## src/rtl/input_debouncer.sv

```systemverilog
// -----------------------------------------------------------------------------
// input_debouncer
//
// Multi-channel debouncer for asynchronous raw inputs such as buttons or
// external reset pins. Each channel is first brought into the clock domain by
// a short flip-flop chain. It then has to hold a value that differs from the
// current debounced level for 2^WIDTH consecutive cycles before the level
// follows it. Any sample that agrees with the current level throws away the
// partial count, so a short glitch never moves the level.
//
// Parameters
//   CHANNELS    : number of independent channels (1..32)
//   WIDTH       : stability counter width; debounce time is 2^WIDTH cycles
//   SYNC_STAGES : synchronizer depth per channel (2..4)
//   INIT        : reset value of each channel's debounced level
//
// Ports
//   clock : single clock; all state changes occur on its rising edge
//   reset : synchronous, active-high reset (wins over every other update)
//   pins  : asynchronous raw inputs, one bit per channel
//   level : registered debounced level per channel
//   rise  : one-cycle pulse after level goes 0->1
//   fall  : one-cycle pulse after level goes 1->0
//   busy  : high while the channel's stability counter is nonzero
// -----------------------------------------------------------------------------
module input_debouncer #(
    parameter int                  CHANNELS    = 4,
    parameter int                  WIDTH       = 16,
    parameter int                  SYNC_STAGES = 2,
    parameter logic [CHANNELS-1:0] INIT        = '0
) (
    input  logic                clock,
    input  logic                reset,
    input  logic [CHANNELS-1:0] pins,
    output logic [CHANNELS-1:0] level,
    output logic [CHANNELS-1:0] rise,
    output logic [CHANNELS-1:0] fall,
    output logic [CHANNELS-1:0] busy
);

    localparam int              SYNC_W  = SYNC_STAGES * CHANNELS;
    localparam int              CNT_W   = CHANNELS * WIDTH;
    localparam logic [WIDTH-1:0] CNT_MAX = '1;
    localparam logic [WIDTH-1:0] CNT_ONE = WIDTH'(1);
    localparam logic [WIDTH-1:0] CNT_ZERO = '0;

    // Synchronizer chain, packed by stage: stage k occupies bits
    // [k*CHANNELS +: CHANNELS]; stage 0 samples pins, the top stage is the
    // synchronized value. Stages reset to INIT so a pin already sitting at
    // its INIT value does not start a count after release.
    logic [SYNC_W-1:0]   sync_chain_r = {SYNC_STAGES{INIT}};
    logic [CHANNELS-1:0] sync_s;

    // Per-channel stability counters, packed as [i*WIDTH +: WIDTH].
    logic [CNT_W-1:0]    cnt_r = '0;
    logic [CNT_W-1:0]    cnt_next_s;

    logic [CHANNELS-1:0] level_r = INIT;
    logic [CHANNELS-1:0] rise_r  = '0;
    logic [CHANNELS-1:0] fall_r  = '0;
    logic [CHANNELS-1:0] busy_r  = '0;
    logic [CHANNELS-1:0] level_next_s;
    logic [CHANNELS-1:0] busy_next_s;

    assign sync_s = sync_chain_r[SYNC_W-1 -: CHANNELS];

    // Per-channel counter update and level toggle on counter carry.
    always_comb begin
        level_next_s = level_r;
        cnt_next_s   = '0;
        busy_next_s  = '0;
        for (int i = 0; i < CHANNELS; i++) begin
            if (sync_s[i] != level_r[i]) begin
                if (cnt_r[i*WIDTH +: WIDTH] == CNT_MAX) begin
                    // Carry: the counter wraps and the only effect is the toggle.
                    level_next_s[i]            = ~level_r[i];
                    cnt_next_s[i*WIDTH +: WIDTH] = CNT_ZERO;
                end else begin
                    level_next_s[i]            = level_r[i];
                    cnt_next_s[i*WIDTH +: WIDTH] = cnt_r[i*WIDTH +: WIDTH] + CNT_ONE;
                end
            end else begin
                // Agreement with the level discards any partial count.
                level_next_s[i]            = level_r[i];
                cnt_next_s[i*WIDTH +: WIDTH] = CNT_ZERO;
            end
            busy_next_s[i] = (cnt_next_s[i*WIDTH +: WIDTH] != CNT_ZERO);
        end
    end

    // State registers: synchronizer, counters, level and edge pulses.
    always_ff @(posedge clock) begin
        if (reset) begin
            sync_chain_r <= {SYNC_STAGES{INIT}};
            cnt_r        <= '0;
            level_r      <= INIT;
            rise_r       <= '0;
            fall_r       <= '0;
            busy_r       <= '0;
        end else begin
            sync_chain_r <= {sync_chain_r[SYNC_W-CHANNELS-1:0], pins};
            cnt_r        <= cnt_next_s;
            level_r      <= level_next_s;
            rise_r       <= level_next_s & ~level_r;
            fall_r       <= ~level_next_s & level_r;
            busy_r       <= busy_next_s;
        end
    end

    assign level = level_r;
    assign rise  = rise_r;
    assign fall  = fall_r;
    assign busy  = busy_r;

endmodule

```

## config.mk

```make
export PLATFORM = sky130hd
export DESIGN_NAME = input_debouncer
export DESIGN_NICKNAME = d
export VERILOG_FILES = /design/src/rtl/input_debouncer.sv
export SDC_FILE = /design/constraint.sdc
export NUM_CORES = 1
export LEC_CHECK = 0
export BUFFER_PORTS_ARGS = -buffer_cell sky130_fd_sc_hd__buf_2
export CORE_UTILIZATION = 41
export DETAILED_ROUTE_END_ITERATION = 6
export MAX_ROUTING_LAYER = met4
export PLACE_DENSITY_LB_ADDON = 0.05
export SYNTH_ARGS = -nofsm -noshare
export SYNTH_HDL_FRONTEND = slang
export SYNTH_SLANG_ARGS = --single-unit
```

## constraint.sdc

```tcl
create_clock -name clock -period 2.2 [get_ports clock]
set_input_delay 0.66 -clock clock [delete_from_list [all_inputs] [get_ports clock]]
set_output_delay 0.66 -clock clock [all_outputs]
set_load 0.03 [all_outputs]
```

# Word-level counts from Yosys, hierarchy flattened
# Cells that the tools add are included.
totals:
  out_inout_bits: 16
  input_bits: 6
  regBits: 88
  elab_cells: 46
op_classes:
  n_bitwise: 8
  n_eq_ne: 8
  mux: 16
  n_reduce_logical: 4
  add_sub_neg: 4
op_table:
  columns: ["op", "n"]
  rows:
  - ["2-to-1 mux 16 bit", 8]
  - ["adder 16 x 1 -> 16 bit, second input constant", 4]
  - ["equality test 16 bit, second input constant", 4]
  - ["nonzero test 16 bit", 4]
  - ["bitwise AND 4 bit", 2]
  - ["2-to-1 mux 1 bit", 8]
  - ["NOT 4 bit", 2]
  - ["!= test 1 bit", 4]
  - ["NOT 1 bit", 4]

# Depth between registers and ports, before layout
# Gate-level depths: netlist (run 1).
depth:
  word_depth: 5
  depth_mapped: 8
  depth_no_buf: 7

# Least setup slack after synthesis (run 1)
# Ideal clock, no wire load.
synth_timing:
  path_type: "flip-flop to flip-flop"
  startpoint: "reg cnt_r[0]"
  endpoint: "reg busy_r[0] (netlist: busy[0])"
  period_less_slack_ns: 1.899
  slack_ns: 0.301
  stages_incl_launch_ff: 8
  arrival_ns: 1.765
  setup_ns: 0.133
  path_buffers: 0
  cell_sequence: "dfxtp_1 > ha_1 > nand2_1 > a211oi_2 > nor2_1 > or4_1 > a2111oi_2 > o22ai_1"
synth_via:
  elab_chain_len: 4
synth_lines:
  columns: ["item", "line_no", "text"]
  rows:
  - ["from (decl)", "55", "logic [CNT_W-1:0] cnt_r = '0;"]
  - ["from (signal assigned)", "102", "cnt_r <= cnt_next_s;"]
  - ["adder 16 x 1 -> 16 bit / equality test 16 bit (equally long branches)", "80, 74", null]
  - ["2-to-1 mux 16 bit (*)", "74", "if (cnt_r[i*WIDTH +: WIDTH] == CNT_MAX) begin"]
  - ["2-to-1 mux 16 bit (*)", "73", "if (sync_s[i] != level_r[i]) begin"]
  - ["nonzero test 16 bit (*)", "87", "busy_next_s[i] = (cnt_next_s[i*WIDTH +: WIDTH] != CNT_ZERO);"]
  - ["to (signal assigned)", "106", "busy_r <= busy_next_s;"]
  - ["to (decl)", "61", "logic [CHANNELS-1:0] busy_r = '0;"]
# Every way passes the cells marked *; elsewhere a longest branch is shown, timed or not.
# A chain may end at the register's enable or synchronous reset.

# Worst setup path in the final report (run 1)
# Same ends and word-level chain as after synthesis.

==> impl_metrics.env, run 1 <==
export IMPL_ys_seq_elements=88
export IMPL_hold_violations=0
export IMPL_overflow=0
export IMPL_status="completed"
export IMPL_area_growth_syn_to_layout_pct=12.5
export IMPL_synth_compound_area_share=0.0683
export IMPL_cts_buffers=9
export IMPL_fin_crit_sh=0.914
export IMPL_r2r_slack_ps=190
export IMPL_synth_main_ff_cell="dfxtp_1"
export IMPL_drt_iter0_markers=68
export IMPL_hold_depth=1
export IMPL_placed_area_um2=4450
export IMPL_yosysMostFrequentCell="dfxtp_1"
export IMPL_port_buffers=21
export IMPL_regArea_um2=1760
export IMPL_layout_min_cycle_time_ps=2010
export IMPL_yosys_top_cells_count="dfxtp_1 (88), nor2_1 (83), xnor2_1 (35), nand3_1 (33), xor2_1 (29)"
export IMPL_first_pass_iters=4
export IMPL_finalMaxSlewViolations=0
export IMPL_netlist_instances=477
export IMPL_timing_rr_end="busy[0]$_SDFF_PP0_"
export IMPL_fin_setup_tns_ps=0
export IMPL_power_combinational_fraction=0.020
export IMPL_switching_share=0.222
export IMPL_detail_route_vias_per_cell=4.99
export IMPL_p_per_area_nw_per_um2=574
export IMPL_hpwl_um=5780
export IMPL_drc_errors=0
export IMPL_vias=3226
export IMPL_finalClockSkew_ps=8.47
export IMPL_finalNetCount=519
export IMPL_clk_latency_ps=350
export IMPL_antenna_cells=0
export IMPL_rr_startpoint="cnt_r[0]$_SDFF_PP0_"
export IMPL_synth_top_family_by_area="simple AND/OR/NAND/NOR gates"
export IMPL_critical_path_class="register to register"
export IMPL_routabilityCongestion=0.837
export IMPL_cap_violations=0
export IMPL_r2r_cells=7
export IMPL_ir_drop_mv=0.232
export IMPL_die_h_um=102
export IMPL_clkPwrFrac=0.374
export IMPL_cts_max_level=3
export IMPL_fin_area_um2=4620
export IMPL_ys_warn_count=0
export IMPL_cp_end_kind="register"
export IMPL_arrival_ps=2240
export IMPL_synth_mux_area_frac=0.0253
export IMPL_rsz0062_at_grt="false"
export IMPL_wl_per_cell_um=12.4
export IMPL_grt_total_usage=0.171
export IMPL_slew_headroom=0.681
export IMPL_die_w_um=102
export IMPL_synth_largest_area_cell="dfxtp_1"
export IMPL_ant_nets=0
export IMPL_io_pins=22
export IMPL_cp_start_kind="register"
export IMPL_fmax_mhz=497
export IMPL_dpl_cell_count=631
export IMPL_setup_viol=0
export IMPL_rows=36
export IMPL_syn_area_um2=4100
export IMPL_clk_pin_slew_ps=80
export IMPL_ys_types=48
export IMPL_grt_pass1_wl_um=13700
export IMPL_instances_no_fill=647
export IMPL_grt_pass1_vias=2982
export IMPL_synth_xor_area_share=0.137
export IMPL_async_reset_ff_frac=0
export IMPL_root_buffer="clkbuf_8"
export IMPL_worstMarginPinSlew_ps=474
export IMPL_multi_input_area_um2=2210
export IMPL_ctsLongestPathBuffers=2
export IMPL_yosysSeqAreaShare=0.429
export IMPL_cts_sinks=88
export IMPL_synth_nets=487
export IMPL_internal_power_mw=2.06
export IMPL_core_area_um2=9730
export IMPL_cts_tree="done"
export IMPL_yosys_area_share_simple=0.297
export IMPL_wl_um=8000
export IMPL_antenna_found_initial=0
export IMPL_drive_above_1_share=0.126
export IMPL_synthAdderAreaFrac=0.0122
export IMPL_seqPwrFrac=0.606
export IMPL_min_to="sync_chain_r[7]$_SDFF_PP0_"
export IMPL_grt_max_degree=14
export IMPL_die_area_um2=10400
export IMPL_synth_edff_count=0
export IMPL_synth_top_area_frac=0.429
export IMPL_hp_class="register to register"
export IMPL_cp_required_ps=2430
export IMPL_synth_area_per_cell_um2=8.60
export IMPL_synth_area_leaders="dfxtp_1 (43%), nor2_1 (7.6%), xnor2_1 (7.5%)"
export IMPL_start_util=0.422
export IMPL_power_leakage_nw=1.63
export IMPL_min_from="sync_chain_r[3]$_SDFF_PP0_"
export IMPL_crit_fanout=6
export IMPL_num_fill_cells=959
export IMPL_p_switching_uw=588
export IMPL_hold_buffers=0
==> per-layer routing <==
| metal | up-vias | wire, um | GRT usage |
|---|---|---|---|
| met4 | 0 | 112 | 0.0703 |
| met1 | 1480 | 4080 | 0.218 |
| met2 | 30 | 3630 | 0.267 |
| met3 | 12 | 189 | 0.0294 |
| met5 | - | 0 | - |
| li1 | 1704 | - | - |
==> sequential cells by signal, indices dropped and copies added, names as in the netlist <==
register / cells
cnt_r: 64
fall: 4
level: 4
sync_chain_r: 8
rise: 4
busy: 4
==> cells by family (layout without fill, tap and decap cells) <==
group	Yosys count	after routing
mux	10	10
compound gates	41	41
flops	88	88
fa+ha+maj	4	4
buf+inv	31	68
xor+xnor	64	64
simple gates	239	239
==> critical path, stage by stage, from the launching register on <==
cell and delay (ps):
dfxtp_1 410, ha_2 260, nand2_1 90, a211oi_2 200, nor2_1 60, or4_1 520, a2111oi_2 220, o22ai_1 120
==> worst max-delay path by stage <==
stage | start | endpoint | cells after the start
5_1_grt | cnt_r[0]$_SDFF_PP0_ | busy[0]$_SDFF_PP0_ | 7
4_1_cts | cnt_r[0]$_SDFF_PP0_ | busy[0]$_SDFF_PP0_ | 7
6_report | cnt_r[0]$_SDFF_PP0_ | busy[0]$_SDFF_PP0_ | 7
2_1_floorplan | cnt_r[0]$_SDFF_PP0_ | busy[0]$_SDFF_PP0_ | 7
3_3_place_gp | cnt_r[0]$_SDFF_PP0_ | busy[0]$_SDFF_PP0_ | 7
3_5_place_dp | cnt_r[0]$_SDFF_PP0_ | busy[0]$_SDFF_PP0_ | 7
==> repair_timing <==
item | in CTS | in global routing
endpoints found under the setup margin | 0 | 1
endpoints found under the hold margin | 0 | 0
resized for setup | 0 | 1
setup buffers | 0 | 0
==> area by class of cell <==
| type | count | share of cell area |
|---|---|---|
| clock inverters | 3 | 0.00379 |
| inverters | 8 | 0.00650 |
| clock buffers | 13 | 0.0322 |
| repair buffers | 44 | 0.0602 |
| well taps | 133 | 0.0360 |
| flip-flops and latches | 88 | 0.382 |
| multi-input cells | 358 | 0.480 |
==> power groups by stage <==
stage	Clock, mW	Combinational [mW]	Sequential, mW
finish	0.991	0.0526	1.61
global route	1.11	0.0593	1.61
CTS	1.03	0.0537	1.61
detailed placement	0	0.0535	1.65
global placement	0	0.0529	1.65
floorplan	0	0.0293	1.65
==> metrics by stage <==
step / utilization / power (mW) / hold slack [ps] / setup slack (ps)
global route: 0.475 / 2.78 / 460 / 22.8
CTS: 0.474 / 2.69 / 443 / 143
finish: 0.475 / 2.65 / 436 / 189
global placement: 0.457 / 1.70 / 416 / 228
floorplan: - / 1.68 / 414 / 301
detailed placement: 0.457 / 1.70 / 431 / 157
==> layout by cell type, fill, tap and decap left out, types with 3 or more instances in the layout <==
| cell | synthesis | final |
|---|---|---|
| dfxtp_1 | 88 | 88 |
| nor2_1 | 83 | 83 |
| xnor2_1 | 35 | 35 |
| nand3_1 | 33 | 33 |
| xor2_1 | 29 | 29 |
| nand2_1 | 24 | 24 |
| buf_4 | 0 | 23 |
| nor3_1 | 21 | 21 |
| buf_2 | 10 | 21 |
| nand4_1 | 15 | 15 |
| and3_1 | 13 | 13 |
| nor2b_1 | 12 | 12 |
| nand2b_1 | 10 | 10 |
| clkbuf_8 | 0 | 10 |
| inv_1 | 8 | 8 |
| a31oi_1 | 8 | 8 |
| mux2i_1 | 7 | 7 |
| o21ai_0 | 7 | 7 |
| a21oi_1 | 6 | 6 |
| nor4_1 | 5 | 5 |
| or3_1 | 4 | 4 |
| o22ai_1 | 4 | 4 |
| a21o_1 | 3 | 3 |
| nor4b_1 | 3 | 3 |
| mux2_1 | 3 | 3 |
| nor3b_1 | 3 | 3 |
| ha_1 | 4 | 3 |
| clkbuf_1 | 13 | 3 |
Power figures use the tool's default switching activity.
==> run 2: changes to the inputs <==
--- a/config.mk
+++ b/config.mk
@@ -6,6 +6,8 @@
 export NUM_CORES = 1
 export LEC_CHECK = 0
 export BUFFER_PORTS_ARGS = -buffer_cell sky130_fd_sc_hd__buf_2
+export CORE_ASPECT_RATIO = 0.75
+export CORE_MARGIN = 3
 export CORE_UTILIZATION = 41
 export DETAILED_ROUTE_END_ITERATION = 6
 export MAX_ROUTING_LAYER = met4
==> impl_metrics.env, run 2 (synthesized netlist as in run 1, its figures left out) <==
export IMPL_wl_um=8070
export IMPL_r2r_slack_ps=140
export IMPL_start_util=0.437
export IMPL_cts_buffers=9
export IMPL_grt_max_degree=20
export IMPL_cts_sinks=88
export IMPL_r2r_cells=7
export IMPL_clk_pin_slew_ps=60
export IMPL_regArea_um2=1760
export IMPL_ctsLongestPathBuffers=2
export IMPL_fin_area_um2=4730
export IMPL_die_area_um2=11300
export IMPL_first_pass_iters=4
export IMPL_rsz0062_at_grt="false"
export IMPL_num_fill_cells=904
export IMPL_routabilityCongestion=0.828
export IMPL_antenna_cells=0
export IMPL_vias=3258
export IMPL_port_buffers=21
export IMPL_layout_min_cycle_time_ps=2060
export IMPL_overflow=0
export IMPL_cap_violations=0
export IMPL_core_area_um2=9380
export IMPL_startpoint="cnt_r[0]$_SDFF_PP0_"
export IMPL_root_buffer="clkbuf_16"
export IMPL_cts_max_level=3
export IMPL_die_w_um=122
export IMPL_drive_above_1_share=0.127
export IMPL_clk_latency_ps=330
export IMPL_largest_reg_flops=64
export IMPL_setup_viol=0
export IMPL_drt_iter0_markers=281
export IMPL_wl_per_cell_um=12.6
export IMPL_power_leakage_nw=1.69
export IMPL_finalClockSkew_ps=5.89
export IMPL_placed_area_um2=4430
export IMPL_ir_drop_mv=0.499
export IMPL_hold_violations=0
export IMPL_p_per_area_nw_per_um2=670
export IMPL_largest_register="cnt_r"
export IMPL_io_pins=22
export IMPL_cp_start_kind="register"
export IMPL_die_h_um=92.6
export IMPL_cp_required_ps=2400
export IMPL_finalNetCount=517
export IMPL_drc_errors=0
export IMPL_antenna_found_initial=0
export IMPL_multi_input_area_um2=2210
export IMPL_top_regs="cnt_r (64), sync_chain_r (8)"
export IMPL_crit_end="busy[0]$_SDFF_PP0_"
export IMPL_final_common_cell="dfxtp_1"
export IMPL_area_growth_syn_to_layout_pct=15.2
export IMPL_grt_pass1_vias=3010
export IMPL_cts_tree="done"
export IMPL_crit_fanout=6
export IMPL_grt_pass1_wl_um=13900
export IMPL_finalMaxSlewViolations=0
export IMPL_slew_headroom=0.695
export IMPL_status="completed"
export IMPL_fin_crit_sh=0.934
export IMPL_critical_path_class="register to register"
export IMPL_mostFrequentLayoutCells="dfxtp_1 (88), nor2_1 (83), xnor2_1 (35)"
export IMPL_detail_route_vias_per_cell=5.09
export IMPL_hpwl_um=5850
export IMPL_worstMarginPinSlew_ps=455
export IMPL_hold_buffers=0
export IMPL_rows=30
export IMPL_fin_setup_tns_ps=0
export IMPL_min_from="sync_chain_r[0]$_SDFF_PP0_"
export IMPL_cts_setup_buffers=0
export IMPL_rr_startpoint="cnt_r[0]$_SDFF_PP0_"
export IMPL_ant_nets=0
export IMPL_timing_rr_end="busy[0]$_SDFF_PP0_"
export IMPL_cts_resized=0
export IMPL_arrival_ps=2260
export IMPL_cp_end_kind="register"
export IMPL_hp_class="register to register"
export IMPL_grt_total_usage=0.157
export IMPL_fmax_mhz=486
==> run 2: routing by layer <==
layer	wire length, um	global-route usage	up-vias
met5	0	-	-
met4	74	0.0504	0
met3	303	0.0482	5
met2	3380	0.218	42
met1	4310	0.218	1512
li1	-	-	1699
==> run 2: layout make-up <==
cell class                      instances  area share
Multi-Input combinational cell        358       0.468
Sequential cell                        88       0.373
Timing Repair Buffer                   42      0.0556
Clock buffer                           11      0.0513
Tap cell                              128      0.0339
Clock inverter                          5      0.0119
Inverter                                8     0.00635
==> run 2: where the power goes <==
group          internal (mW)  switching, mW  leakage (nW)
logic                 0.0211         0.0315         0.832
registers               1.60        0.00588         0.711
clock network          0.908          0.595         0.145
==> run 2: how the worst min path moves through the flow <==
stage / endpoint / slack [ps] / depth (start not counted)
finish: sync_chain_r[4]$_SDFF_PP0_ / 430 / 1
global route: sync_chain_r[4]$_SDFF_PP0_ / 460 / 1
CTS: sync_chain_r[4]$_SDFF_PP0_ / 430 / 1
detailed placement: sync_chain_r[7]$_SDFF_PP0_ / 420 / 1
global placement: sync_chain_r[4]$_SDFF_PP0_ / 420 / 1
floorplan: sync_chain_r[4]$_SDFF_PP0_ / 410 / 1
==> run 2: critical path, cell delays in order, from the launching register on <==
cell	delay, ps
dfxtp_1	410
ha_2	260
nand2_1	90
a211oi_2	200
nor2_1	60
or4_1	530
a2111oi_2	230
o22ai_1	140
==> run 2: metrics by stage <==
stage	std cells	util	setup slack, ps	total power, mW	hold WS [ps]
CTS	640	0.504	104	3.22	433
global route	640	0.504	17.3	3.30	460
global placement	624	0.472	231	1.70	421
floorplan	477	-	301	1.68	414
finish	640	0.504	144	3.17	431
detailed placement	624	0.472	159	1.70	422
